**src/rtl/pipe_ctrl_if.sv**
```systemverilog
// Request/response bundle between the five-stage pipeline and its stall/flush controller.
// The stall_cycles member exists only when PIPE_CTRL_PERF_EN is defined.
interface pipe_ctrl_if;
    logic        stallreq_id;
    logic        memreq;
    logic        flushreq;
    logic [4:0]  stall;
    logic        flush;
    logic        busy;
`ifdef PIPE_CTRL_PERF_EN
    logic [15:0] stall_cycles;
`endif

    modport master (
        input  stallreq_id,
        input  memreq,
        input  flushreq,
        output stall,
        output flush,
`ifdef PIPE_CTRL_PERF_EN
        output stall_cycles,
`endif
        output busy
    );

    modport slave (
        output stallreq_id,
        output memreq,
        output flushreq,
        input  stall,
        input  flush,
`ifdef PIPE_CTRL_PERF_EN
        input  stall_cycles,
`endif
        input  busy
    );
endinterface

```
**src/rtl/pipe_ctrl.sv**
```systemverilog
// Stall/flush controller for the 16-bit five-stage pipeline: load-use bubbles, multi-cycle
// shared-bus accesses from MEM and control-flow flushes. Optional PIPE_CTRL_PERF_EN adds a stall counter.
//
// state | meaning
// RUN   | normal flow; a MEM bus request starts an access, else flush / load-use handled
// WAIT  | bus access in progress, pc..ex_mem held, all requests deferred or ignored
// DONE  | MEM instruction advances; memreq ignored, deferred flush issued
module pipe_ctrl #(
    parameter int MEM_WAIT_CYCLES = 2
) (
    input  logic        clk,
    input  logic        rst,
    pipe_ctrl_if.master bus
);
    typedef enum logic [1:0] {
        ST_RUN  = 2'd0,
        ST_WAIT = 2'd1,
        ST_DONE = 2'd2
    } state_t;

    localparam logic [3:0] WAIT_LOAD = 4'(MEM_WAIT_CYCLES - 1);
    localparam logic [4:0] STALL_MEM = 5'b01111;
    localparam logic [4:0] STALL_LU  = 5'b00011;

    state_t     state;
    logic [3:0] cnt;
    logic       flush_pend;

    logic       in_wait;
    logic       mem_start;
    logic       flush_any;

    always_comb begin
        in_wait   = (state == ST_WAIT);
        mem_start = (state == ST_RUN) & bus.memreq;
        flush_any = bus.flushreq | flush_pend;
        bus.stall = '0;
        bus.flush = 1'b0;
        bus.busy  = 1'b0;
        if (!rst) begin
            bus.busy = in_wait;
            if (in_wait || mem_start) begin
                bus.stall = STALL_MEM;
            end else if (flush_any) begin
                // flushed ID instruction is killed, so its load-use request is moot
                bus.flush = 1'b1;
            end else if (bus.stallreq_id) begin
                bus.stall = STALL_LU;
            end
        end
    end

    always_ff @(posedge clk) begin
        if (rst) begin
            state      <= ST_RUN;
            cnt        <= '0;
            flush_pend <= 1'b0;
        end else begin
            case (state)
                ST_RUN: begin
                    if (bus.memreq) begin
                        cnt        <= WAIT_LOAD;
                        flush_pend <= bus.flushreq;
                        state      <= (WAIT_LOAD == 4'd0) ? ST_DONE : ST_WAIT;
                    end
                end
                ST_WAIT: begin
                    cnt        <= cnt - 4'd1;
                    flush_pend <= flush_pend | bus.flushreq;
                    if (cnt == 4'd1) begin
                        state <= ST_DONE;
                    end
                end
                ST_DONE: begin
                    state      <= ST_RUN;
                    flush_pend <= 1'b0;
                end
                default: begin
                    state      <= ST_RUN;
                    flush_pend <= 1'b0;
                end
            endcase
        end
    end

`ifdef PIPE_CTRL_PERF_EN
    logic [15:0] perf_cnt;

    always_ff @(posedge clk) begin
        if (rst) begin
            perf_cnt <= '0;
        end else if ((bus.stall != 5'b00000) && (perf_cnt != 16'hFFFF)) begin
            perf_cnt <= perf_cnt + 16'd1;
        end
    end

    assign bus.stall_cycles = perf_cnt;
`endif
endmodule

```
**src/flat_wrapper.sv**
```systemverilog
// flat-port wrapper written by rule: the top's interface ports become plain ports
module pipe_ctrl_flat 
#(
    parameter int MEM_WAIT_CYCLES = 2
)
  (clk, rst, bus_stallreq_id, bus_memreq, bus_flushreq, bus_stall, bus_flush, bus_busy);
  pipe_ctrl_if bus_i ();
  input  logic clk;
  input  logic rst;
  input wire logic [$bits(bus_i.stallreq_id)-1:0] bus_stallreq_id;
  input wire logic [$bits(bus_i.memreq)-1:0] bus_memreq;
  input wire logic [$bits(bus_i.flushreq)-1:0] bus_flushreq;
  output wire logic [$bits(bus_i.stall)-1:0] bus_stall;
  output wire logic [$bits(bus_i.flush)-1:0] bus_flush;
  output wire logic [$bits(bus_i.busy)-1:0] bus_busy;
  assign bus_i.stallreq_id = bus_stallreq_id;
  assign bus_i.memreq = bus_memreq;
  assign bus_i.flushreq = bus_flushreq;
  assign bus_stall = bus_i.stall;
  assign bus_flush = bus_i.flush;
  assign bus_busy = bus_i.busy;
  pipe_ctrl #(.MEM_WAIT_CYCLES(MEM_WAIT_CYCLES)) u_core (.clk(clk), .rst(rst), .bus(bus_i));
endmodule
```
**config.mk**
```make
export PLATFORM = sky130hd
export DESIGN_NAME = pipe_ctrl_flat
export DESIGN_NICKNAME = d
export VERILOG_FILES = /design/src/rtl/pipe_ctrl_if.sv /design/src/rtl/pipe_ctrl.sv /design/src/flat_wrapper.sv
export SDC_FILE = /design/constraint.sdc
export NUM_CORES = 1
export LEC_CHECK = 0
export ABC_AREA = 1
export BUFFER_PORTS_ARGS = -buffer_cell sky130_fd_sc_hd__buf_4
export CORE_AREA = 2 2 39 41
export CTS_CLUSTER_DIAMETER = 150
export DETAILED_ROUTE_END_ITERATION = 6
export DIE_AREA = 0 0 41 43
export PLACE_DENSITY = 0.62
export SLEW_MARGIN = 20
export SYNTH_ARGS = -nofsm -noshare
export SYNTH_HDL_FRONTEND = slang
export SYNTH_SLANG_ARGS = --single-unit
```
**constraint.sdc**
```tcl
create_clock -name clk -period 1.53 [get_ports clk]
set_clock_uncertainty 0.2 [all_clocks]
set_input_delay 0 -clock clk [delete_from_list [all_inputs] [get_ports clk]]
set_output_delay 0 -clock clk [all_outputs]
set_load 0.01 [all_outputs]
```
Yosys cells after proc, flatten, opt, wreduce, memory -nomap -nowiden:

Cells that the tools add are included.
W data, S select, Z words.

* reduce and logical (&&, ||, !) cells: 5
* bitwise operators: 2
* mux-type cells: 15
* $add $sub $neg: 1
* equality and inequality tests: 4

Operators by type and width (count)
* $mux W5: 3
* $pmux W4 S2: 1
* $mux W2: 3
* $mux W1: 5
* $eq A4 B1 Y1 const B: 1
* $mux W4: 1
* $ne A2 B2 Y1 const B: 2
* $pmux W2 S2: 1
* $reduce_and A2 Y1: 2
* $sub A4 B1 Y4 const B: 1
* $eq A2 B1 Y1 const B: 1
* $logic_not A2 Y1: 1
* $pmux W1 S2: 1
* $reduce_bool A2 Y1: 1
* $and A1 B1 Y1: 1
* $logic_or A1 B1 Y1: 1
* $or A1 B1 Y1: 1

* bits of input ports: 5
* output and inout port bits: 7
* register bits: 7

Logic depth before layout (Yosys ltp):

* word-level depth: 5
* depth in mapped cells: 6
* depth with buffers taken out: 6

Worst setup path after synthesis:

OpenSTA, ideal clock, no wires.

* path type: register to output
* from: register u_core.flush_pend
* to: output port bus_stall[1]
* arrival time: 1.016 ns
* slack: 0.314 ns
* cell stages (with the launch flop): 4
* buffers on the path: 1
* path through: dfxtp_1 or2_2 o21ai_1 buf_4

* cells in the longest elaborated chain, start to end: 4

Ends and longest elaborated chain
* start: declaration: RTL line pipe_ctrl.sv:27 `logic flush_pend;`
* start signal: assignment: RTL line pipe_ctrl.sv:63 `flush_pend <= bus.flushreq;`
* start signal: assignment: RTL line pipe_ctrl.sv:69 `flush_pend <= flush_pend | bus.flushreq;`
* $or A1 B1 Y1: RTL line pipe_ctrl.sv:36 `flush_any = bus.flushreq | flush_pend;`
* $mux W5: RTL line pipe_ctrl.sv:44 `end else if (flush_any) begin`
* $mux W5: RTL line pipe_ctrl.sv:42 `if (in_wait || mem_start) begin`
* $mux W5: RTL line pipe_ctrl.sv:40 `if (!rst) begin`
* end: declaration: RTL line flat_wrapper.sv:13 `output wire logic [$bits(bus_i.stall)-1:0] bus_stall;`

No other way between the ends.

Worst setup path after layout:

* from: input port bus_flushreq
* to: output port bus_stall[1]

* cells in the longest elaborated chain, start to end: 4

Ends and longest elaborated chain
* start: declaration: RTL line flat_wrapper.sv:12 `input wire logic [$bits(bus_i.flushreq)-1:0] bus_flushreq;`
* $or A1 B1 Y1: RTL line pipe_ctrl.sv:36
* $mux W5: RTL line pipe_ctrl.sv:44
* $mux W5: RTL line pipe_ctrl.sv:42
* $mux W5: RTL line pipe_ctrl.sv:40

No other way between the ends.

==> summary.md <==
| Metric | Value |
|---|---|
| Final WS setup | 0.0672 ns |
| Most frequent cells in the layout | inv_1, nand2_1, buf_4 |
| Crit path DAT | 1.26 ns |
| Seq. cell area | 140 um^2 |
| Period utilization | 95.6% |
| DIE HEIGHT | 43 um |
| RSZ-0062 raised after global routing | no |
| Sequential share of the synthesized area | 34.7% |
| Vias in the first global route | 413 |
| Starting density of the core | 29.2% |
| Hold Crit Class | primary input to output pin |
| Final setup vio count | 0 |
| Syn_nets | 67 |
| Peak supply drop | 0.427 mV |
| Synth Cell Area | 404 um^2 |
| Drt initial violations | 9 |
| Minimum clock period | 1.46 ns |
| Die W | 41 um |
| Worst Path Required | 1.33 ns |
| 1st-pass router iterations | 4 |
| Commonest non-fill, non-tap cell in the layout | inv_1 |
| CTS Buf Count | 3 |
| Critical Path End Type | output pin |
| Mapped Cells | 60 |
| Pre-CTS WS | 0.292 ns |
| Unique masters post-synth | 16 |
| Initial antenna violation count | 0 |
| Mean post-synth cell area | 6.74 um^2 |
| # DRC | 0 |
| CTS tree | yes |
| Worst skew pair latency | 0.25 ns |
| # fillers | 152 |
| Reg2Reg Depth | 5 |
| Routed Antenna Nets | 0 |
| Power Dens Cells | 970 mW/mm^2 |
| Detail Placement HPWL | 644 um |
| Placed Area | 477 um^2 |
| P&R area growth vs syn | 35.3% |
| Num rows | 14 |
| Routability cong. | 0.824 |
| Vias per inst | 4.50 |
| Antenna cells | 0 |
| Max-cap violations | 0 |
| H-Tree Depth | 1 |
| Seq cells post-synth | 7 |
| Final #Nets | 82 |
| Worst Min Path Start | bus_stallreq_id |
| Worst-path maximum fanout | 2 |
| Total gr overflow | 0 |
| Setup CP Type | primary input to output pin |
| Crit path from | bus_flushreq |
| First-pass GRT wire length | 1480 um |
| Crit start category | primary input |
| # clock sinks | 7 |
| Final core occ | 39.5% |
| Max Transition Viols Final | 0 |
| Fin. Hold Viols | 0 |
| WL final | 845 um |
| Achievable frequency | 0.684 GHz |
| Largest net degree at the start of global routing | 8 |
| Multi-input logic area | 206 um^2 |
| GRT Total Usage | 12.6% |
| Total number of vias | 405 |
| Die area | 0.00176 mm^2 |
| Leak pwr | 0.278 nW |
| Layout cells sized above 1 | 25.7% |
| Placeable Area | 0.00138 mm^2 |
| CTS root buf | clkbuf_4 |
| Hold depth | 4 |
| Post-route cell area | 547 um^2 |
| CTS Buffer Depth | 2 |
| WL/cell | 9.39 um |
| Port bufs | 10 |
| R2r startpoint | u_core.cnt[0] |
| Synth Warn # | 0 |
| Run status | finished clean |
| I/O pin cnt | 12 |
| Setup TNS | 0 ns |
-- worst paths after layout --
path / endpoint / slack, ns
worst min register to register: u_core.cnt[3] / 0.28
worst min-delay path: bus_stall[0] / 0.17
worst max-delay path: bus_stall[1] / 0.07
worst max register to register: u_core.cnt[2] / 0.28
-- layout make-up --
type                    count  area share [%]
multi-input cells          37            37.8
well taps                  16            3.66
flip-flops and latches      7            25.6
repair buffers             13            19.2
clock buffers               4            4.81
inverters                  13            8.92
-- critical path, stage by stage --
cell and delay (ns):
dlygate4sd3_1 0.54, buf_4 0.13, or2_2 0.29, o21ai_2 0.16
buf_4 0.14
-- routing by layer --
metal,global-route usage (%),share of wire (%)
met1,13.9,47
met2,19.1,46
met3,3.14,5.4
met4,10.0,1.2
met5,0,0
-- cell families (layout without fill, tap and decap cells) --
family	after synthesis	count (layout)	synth area share, %
other cells	1	1	0.928
flops	7	7	34.7
buf+inv	16	30	17.6
simple gates	23	23	24.5
fa+ha+maj	2	2	6.19
compound gates	11	11	16.1
-- Yosys cell counts --
master	n	area share, %
o21ai_2	2	4.3
conb_1	1	0.93
nor2_1	5	4.6
nand2_1	11	10
nand3b_1	1	1.9
o21ai_0	2	2.5
a21oi_1	4	5.0
inv_1	12	11
o21ai_1	2	2.5
o211ai_1	1	1.9
ha_1	2	6.2
nand3_1	5	6.2
inv_2	1	0.93
or2_2	1	1.5
buf_4	3	5.6
dfxtp_1	7	35
-- where the power goes --
group / total (mW) / internal (mW) / leakage (nW) / switching [mW]
logic: 0.148 / 0.0662 / 0.206 / 0.0814
registers: 0.216 / 0.200 / 0.0576 / 0.0153
clock network: 0.167 / 0.0995 / 0.0150 / 0.0676
-- metrics by stage --
step                      total power [mW]  hold slack (ns)  cells
final                                0.530            0.167     90
after global routing                 0.581            0.195     90
after CTS                            0.532            0.172     90
after detailed placement             0.354          -0.0164     83
after global placement               0.351          -0.0125     83
after floorplan                      0.313           -0.131     60
-- state kept, by name, summed over array words and instances (netlist names) --
register           count
u_core.state           2
u_core.cnt             4
u_core.flush_pend      1
-- timing repair --
action                                  CTS  global route
buffers inserted                          0             0
hold buffers                              3             0
hold endpoints to repair                  7             0
resized for setup                         0             3
endpoints found under the setup margin    0             4
Note: power is estimated with default switching activity, not from simulation.
